$ cat src/rtl/cont_sequencer_if.sv
// rtl/cont_sequencer_if.sv - command and monitor signal bundle for cont_sequencer
interface cont_sequencer_if #(
  parameter int WIDTH  = 4,
  parameter int RWIDTH = 4
);
  logic              start;
  logic              abort;
  logic [WIDTH-1:0]  lim1;
  logic [WIDTH-1:0]  lim2;
  logic [RWIDTH-1:0] rounds;
  logic [WIDTH-1:0]  sa1;
  logic [WIDTH-1:0]  sa2;
  logic [RWIDTH-1:0] round;
  logic [1:0]        phase;
  logic              busy;
  logic              done;

  modport master (
    output start, abort, lim1, lim2, rounds,
    input  sa1, sa2, round, phase, busy, done
  );

  modport slave (
    input  start, abort, lim1, lim2, rounds,
    output sa1, sa2, round, phase, busy, done
  );
endinterface

$ cat src/rtl/cont_sequencer.sv
// rtl/cont_sequencer.sv - runs two up-counters in alternation for a programmed number of rounds
module cont_sequencer #(
  parameter int WIDTH  = 4,
  parameter int RWIDTH = 4
) (
  input  logic             clock,
  input  logic             reset,
  cont_sequencer_if.slave  bus
);

  typedef enum logic [1:0] {
    IDLE = 2'd0,
    RUN1 = 2'd1,
    RUN2 = 2'd2,
    DONE = 2'd3
  } state_t;

  state_t            state_q, state_d;
  logic [WIDTH-1:0]  sa1_q, sa1_d;
  logic [WIDTH-1:0]  sa2_q, sa2_d;
  logic [RWIDTH-1:0] round_q, round_d;
  logic [WIDTH-1:0]  lim1_q, lim1_d;
  logic [WIDTH-1:0]  lim2_q, lim2_d;
  logic [RWIDTH-1:0] rounds_q, rounds_d;

  always_ff @(posedge clock or negedge reset) begin
    if (!reset) begin
      state_q  <= IDLE;
      sa1_q    <= '0;
      sa2_q    <= '0;
      round_q  <= '0;
      lim1_q   <= '0;
      lim2_q   <= '0;
      rounds_q <= '0;
    end else begin
      state_q  <= state_d;
      sa1_q    <= sa1_d;
      sa2_q    <= sa2_d;
      round_q  <= round_d;
      lim1_q   <= lim1_d;
      lim2_q   <= lim2_d;
      rounds_q <= rounds_d;
    end
  end

  always_comb begin
    state_d  = state_q;
    sa1_d    = sa1_q;
    sa2_d    = sa2_q;
    round_d  = round_q;
    lim1_d   = lim1_q;
    lim2_d   = lim2_q;
    rounds_d = rounds_q;

    unique case (state_q)
      IDLE: begin
        if (bus.start) begin
          lim1_d   = bus.lim1;
          lim2_d   = bus.lim2;
          rounds_d = bus.rounds;
          sa1_d    = '0;
          sa2_d    = '0;
          round_d  = '0;
          state_d  = (bus.rounds == '0) ? DONE : RUN1;
        end
      end
      RUN1: begin
        // abort outranks every counting transition
        if (bus.abort) begin
          state_d = IDLE;
          sa1_d   = '0;
          sa2_d   = '0;
          round_d = '0;
        end else if (sa1_q == lim1_q) begin
          state_d = RUN2;
        end else begin
          sa1_d = sa1_q + WIDTH'(1);
        end
      end
      RUN2: begin
        if (bus.abort) begin
          state_d = IDLE;
          sa1_d   = '0;
          sa2_d   = '0;
          round_d = '0;
        end else if (sa2_q != lim2_q) begin
          sa2_d = sa2_q + WIDTH'(1);
        end else if ((round_q + RWIDTH'(1)) == rounds_q) begin
          state_d = DONE;
        end else begin
          round_d = round_q + RWIDTH'(1);
          sa1_d   = '0;
          sa2_d   = '0;
          state_d = RUN1;
        end
      end
      DONE: begin
        state_d = IDLE;
      end
      default: begin
        state_d = IDLE;
      end
    endcase
  end

  assign bus.sa1   = sa1_q;
  assign bus.sa2   = sa2_q;
  assign bus.round = round_q;
  assign bus.phase = state_q;
  assign bus.busy  = (state_q == RUN1) || (state_q == RUN2);
  assign bus.done  = (state_q == DONE);

endmodule

$ cat src/flat_wrapper.sv
// flat-port wrapper written by rule: the top's interface ports become plain ports
module cont_sequencer_flat 
#(
  parameter int WIDTH  = 4,
  parameter int RWIDTH = 4
)
  (clock, reset, bus_start, bus_abort, bus_lim1, bus_lim2, bus_rounds, bus_sa1, bus_sa2, bus_round, bus_phase, bus_busy, bus_done);
  cont_sequencer_if #(.WIDTH(WIDTH), .RWIDTH(RWIDTH)) bus_i ();
  input  logic clock;
  input  logic reset;
  input wire logic [$bits(bus_i.start)-1:0] bus_start;
  input wire logic [$bits(bus_i.abort)-1:0] bus_abort;
  input wire logic [$bits(bus_i.lim1)-1:0] bus_lim1;
  input wire logic [$bits(bus_i.lim2)-1:0] bus_lim2;
  input wire logic [$bits(bus_i.rounds)-1:0] bus_rounds;
  output wire logic [$bits(bus_i.sa1)-1:0] bus_sa1;
  output wire logic [$bits(bus_i.sa2)-1:0] bus_sa2;
  output wire logic [$bits(bus_i.round)-1:0] bus_round;
  output wire logic [$bits(bus_i.phase)-1:0] bus_phase;
  output wire logic [$bits(bus_i.busy)-1:0] bus_busy;
  output wire logic [$bits(bus_i.done)-1:0] bus_done;
  assign bus_i.start = bus_start;
  assign bus_i.abort = bus_abort;
  assign bus_i.lim1 = bus_lim1;
  assign bus_i.lim2 = bus_lim2;
  assign bus_i.rounds = bus_rounds;
  assign bus_sa1 = bus_i.sa1;
  assign bus_sa2 = bus_i.sa2;
  assign bus_round = bus_i.round;
  assign bus_phase = bus_i.phase;
  assign bus_busy = bus_i.busy;
  assign bus_done = bus_i.done;
  cont_sequencer #(.WIDTH(WIDTH), .RWIDTH(RWIDTH)) u_core (.clock(clock), .reset(reset), .bus(bus_i));
endmodule
$ cat config.mk
export PLATFORM = sky130hd
export DESIGN_NAME = cont_sequencer_flat
export DESIGN_NICKNAME = d
export VERILOG_FILES = /design/src/rtl/cont_sequencer_if.sv /design/src/rtl/cont_sequencer.sv /design/src/flat_wrapper.sv
export SDC_FILE = /design/constraint.sdc
export NUM_CORES = 1
export LEC_CHECK = 0
export CAP_MARGIN = 10
export CORE_MARGIN = 2
export CORE_UTILIZATION = 54
export CTS_CLUSTER_DIAMETER = 30
export DETAILED_ROUTE_END_ITERATION = 8
export MAX_ROUTING_LAYER = met4
export PLACE_DENSITY = 0.85
export RECOVER_POWER = 50
export SLEW_MARGIN = 30
export SYNTH_ARGS = -nofsm -noshare
export SYNTH_HDL_FRONTEND = slang
export SYNTH_SLANG_ARGS = --single-unit
$ cat constraint.sdc
create_clock -name clock -period 3.5 [get_ports clock]
set_input_delay 0.875 -clock clock [delete_from_list [all_inputs] [get_ports clock]]
set_output_delay 0.875 -clock clock [all_outputs]
set_load 0.01 [all_outputs]
==> impl_metrics.csv <==
group,metric,value,unit
run_status,status,"finished, final reports clean",
routing,drc_errors,0,
clock_tree,post_cts_resize_count,0,
worst_setup_path,crit_type,"flop to primary output",
final_layout,final_area,1837,sq um
place,dp_cells,196,
worst_setup_path,crit_chain,"inv_1 > ha_1 > clkdlybuf4s50_1",
worst_setup_path,arrival,1690,ps
synthesis,synth_edf_count,0,
routing,ant_nets,0,
global_routing,grt_max_degree,27,
die,rows,18,
power,p_leak,0.7614,nW
global_routing,gr-total-overflow,0,
synthesis,synthTopCellsByArea,"dfrtp_1 45%, mux2_2 9.3%, xnor2_1 7.2%",
global_routing,grt_pass1_vias,1155,
synthesis,yosysWarnings,0,
synthesis,synth_cells,135,
worst_setup_path,slowest_stage,"clkdlybuf4s50_1",
final_layout,stdcell_count,200,
synthesis,synth_nets,159,
power,p_seq_share,39.1,%
clock_tree,cts_buffers,3,
die,die_x,55.93,um
global_routing,grt_usage,21.57,%
final_layout,layout-drive-gt1-share,12.94,%
worst_setup_path,rrSetupSlack,1240,ps
sta,fin_crit_sh,73.16,%
synthesis,ys_async_sr_fraction,100.0,%
power,fin_total_pwr,1.236,mW
sta,min_period,2560,ps
power,p_comb_share,48.6,%
final_layout,fillers,200,
clock_tree,clk_latency,320,ps
clock_tree,htree_levels,1,
synthesis,ys_ff_latch,26,
clock_tree,cts_tree,"built",
worst_setup_path,crit_required,2620,ps
worst_setup_path,critical_path_buf_inv_count,2,
clock_tree,cts.sinks,26,
synthesis,synth_most_common_cell,"dfrtp_1",
place,dp_hpwl,2.295,mm
die,initial_core_util,57.74,%
place,io_buffers,31,
die,core_region_area,2522,sq um
place,place_area,1804,sq um
synthesis,yosys.area.top_type_share,44.67,%
final_layout,nets,195,
routing,dr.pass1.iters,4,
clock_tree,postCtsSetupRepairBufs,0,
worst_setup_path,start_kind,"flop",
clock_tree,clockBufferDepth,2,
global_routing,grt_pass1_wl,5.257,mm
die,die_h,55.93,um
sta,finalSetupViolCount,0,
final_layout,final_util,72.82,%
flow_run,maxCapViolCount,0,
routing,num_vias,1179,
worst_setup_path,worst_path_dominant_cell_family,"buffers and inverters",
sta,tightestPinTransition,1401,ps
die,dieArea,3128,sq um
power,ir_worst_vdd,0.5225,mV
synthesis,syn_avg_cell_area,10.79,sq um
clock_tree,cts_hold_buf,0,
hold_path,hold_path_class,"flop to flop",
synthesis,ys_seq_area_share,44.67,%
synthesis,syn_area,1456,sq um
power,p_clk_share,12.3,%
clock_tree,clk_pin_slew,140,ps
sta,slew_headroom,6.605,%
worst_setup_path,max_stage_delay,530,ps
synthesis,ys.flop_type,"dfrtp_1",
sta,max_freq,390.6,MHz
power,intPower,0.7614,mW
global_routing,antenna_found_initial,0,
die,design.portCount,32,
sta,rsz0062_at_grt,"false",
clock_tree,cts-root-buf,"clkbuf_4",
routing,vias_per_cell,5.895,
synthesis,synthTopCellsByCount,"26 x dfrtp_1, 17 x o21ai_0, 12 x mux2_2, 12 x xnor2_1",
sta,drv_slew,0,
synthesis,netlist.top_cell.by_area,"dfrtp_1",
synthesis,ys_types,32,
power,p_sw_share,38.37,%
sta,hold_viol,0,
final_layout,n_antenna_cell,0,
routing,wire_per_inst,14.90,um
sta,setup_tns,0,ps
worst_setup_path,cp-end-kind,"primary output",
sta,fin_skew,5.869,ps
worst_setup_path,worstPathMaxFanout,5,
routing,totalWireLength,2.979,mm
power,power_per_cell_area,672.7,nW/um^2
place,gp_congestion,0.8290,
power,power_switching,0.4741,mW
routing,dr.first_iter.drc_count,23,
final_layout,syn2layout_area_growth,26.12,%
-- per-stage QoR --
step,hold slack [ps],setup WS [ps]
2_1_floorplan,499.4,1448
3_3_place_gp,511.9,740.4
3_5_place_dp,520.2,684.7
4_1_cts,550.8,917.2
5_1_grt,567.2,807.4
6_report,543.3,939.5
-- power by group through the flow --
stage          Clock, mW  Combinational (mW)  Sequential, mW
4_1_cts            0.154               0.607           0.486
2_1_floorplan          0               0.411           0.483
3_5_place_dp           0               0.601           0.492
5_1_grt            0.166               0.673           0.500
6_report           0.152               0.601           0.483
3_3_place_gp           0               0.586           0.486
-- cell type report --
class | count | area, sq um | share of cell area (%)
multi-input combinational | 103 | 775.7 | 42.23
timing repair buffer | 33 | 321.6 | 17.51
tap | 30 | 37.54 | 2.044
clock buffer | 4 | 36.28 | 1.975
sequential | 26 | 650.6 | 35.42
inverter | 4 | 15.01 | 0.8174
-- cells by family (layout without fill, tap and decap cells) --
group	after synthesis	count (layout)	share of synthesized area, %
xor+xnor	14	14	8.419
compound gates	35	35	15.64
flops	26	26	44.67
buf+inv	6	41	2.061
mux	12	12	9.278
fa+ha+maj	8	8	6.873
simple gates	34	34	13.06
-- worst register-to-register path, cell delays in order (launching register included) --
cell and delay, ps:
dfrtp_1 450, inv_1 130, ha_1 180, nor2b_1 280, nand3_1 180, o31ai_2 480
buf_4 250, nor4_1 60, a21o_1 150
-- registers in the layout, summed over array words and instances, names as in the netlist --
register	flops
u_core.bus.phase	2
u_core.bus.round	4
u_core.bus.sa1	4
u_core.bus.sa2	4
u_core.lim1_q	4
u_core.lim2_q	4
u_core.rounds_q	4
-- routing by layer --
metal  up-vias  share of wire, %  track usage, %
li1        570                 -               -
met1       559                43           27.45
met2        44                50           35.37
met3         6               5.8           4.186
met4         0               1.4           6.122
met5         -                 0               -
-- cells in the final DEF, fill, tap and decap left out, drive strengths merged, types with 4 or more instances in the layout --
master         synthesis  final
o31ai                  5      5
nand2                  8      8
clkbuf                 1      5
ha                     8      8
nand3                  4      4
dfrtp                 26     26
o21ai                 19     19
inv                    4      4
clkdlybuf4s50          0     29
mux2                  12     12
xnor2                 12     12
nor4                   4      4
-- path summary, 6_finish.rpt --
check,cells past startpoint,endpoint,start
max in group asynchronous,2,u_core.bus.round[3]$_DFFE_PN0P_,reset
setup / recovery,3,bus_busy,u_core.bus.phase[0]$_DFFE_PN0P_
setup reg to reg,8,u_core.bus.round[3]$_DFFE_PN0P_,u_core.bus.phase[0]$_DFFE_PN0P_
min in group asynchronous,2,u_core.lim2_q[0]$_DFFE_PN0P_,reset
hold reg to reg,1,u_core.rounds_q[1]$_DFFE_PN0P_,u_core.rounds_q[1]$_DFFE_PN0P_
hold / removal,1,u_core.rounds_q[1]$_DFFE_PN0P_,u_core.rounds_q[1]$_DFFE_PN0P_
(Power assumes the default switching activity.)
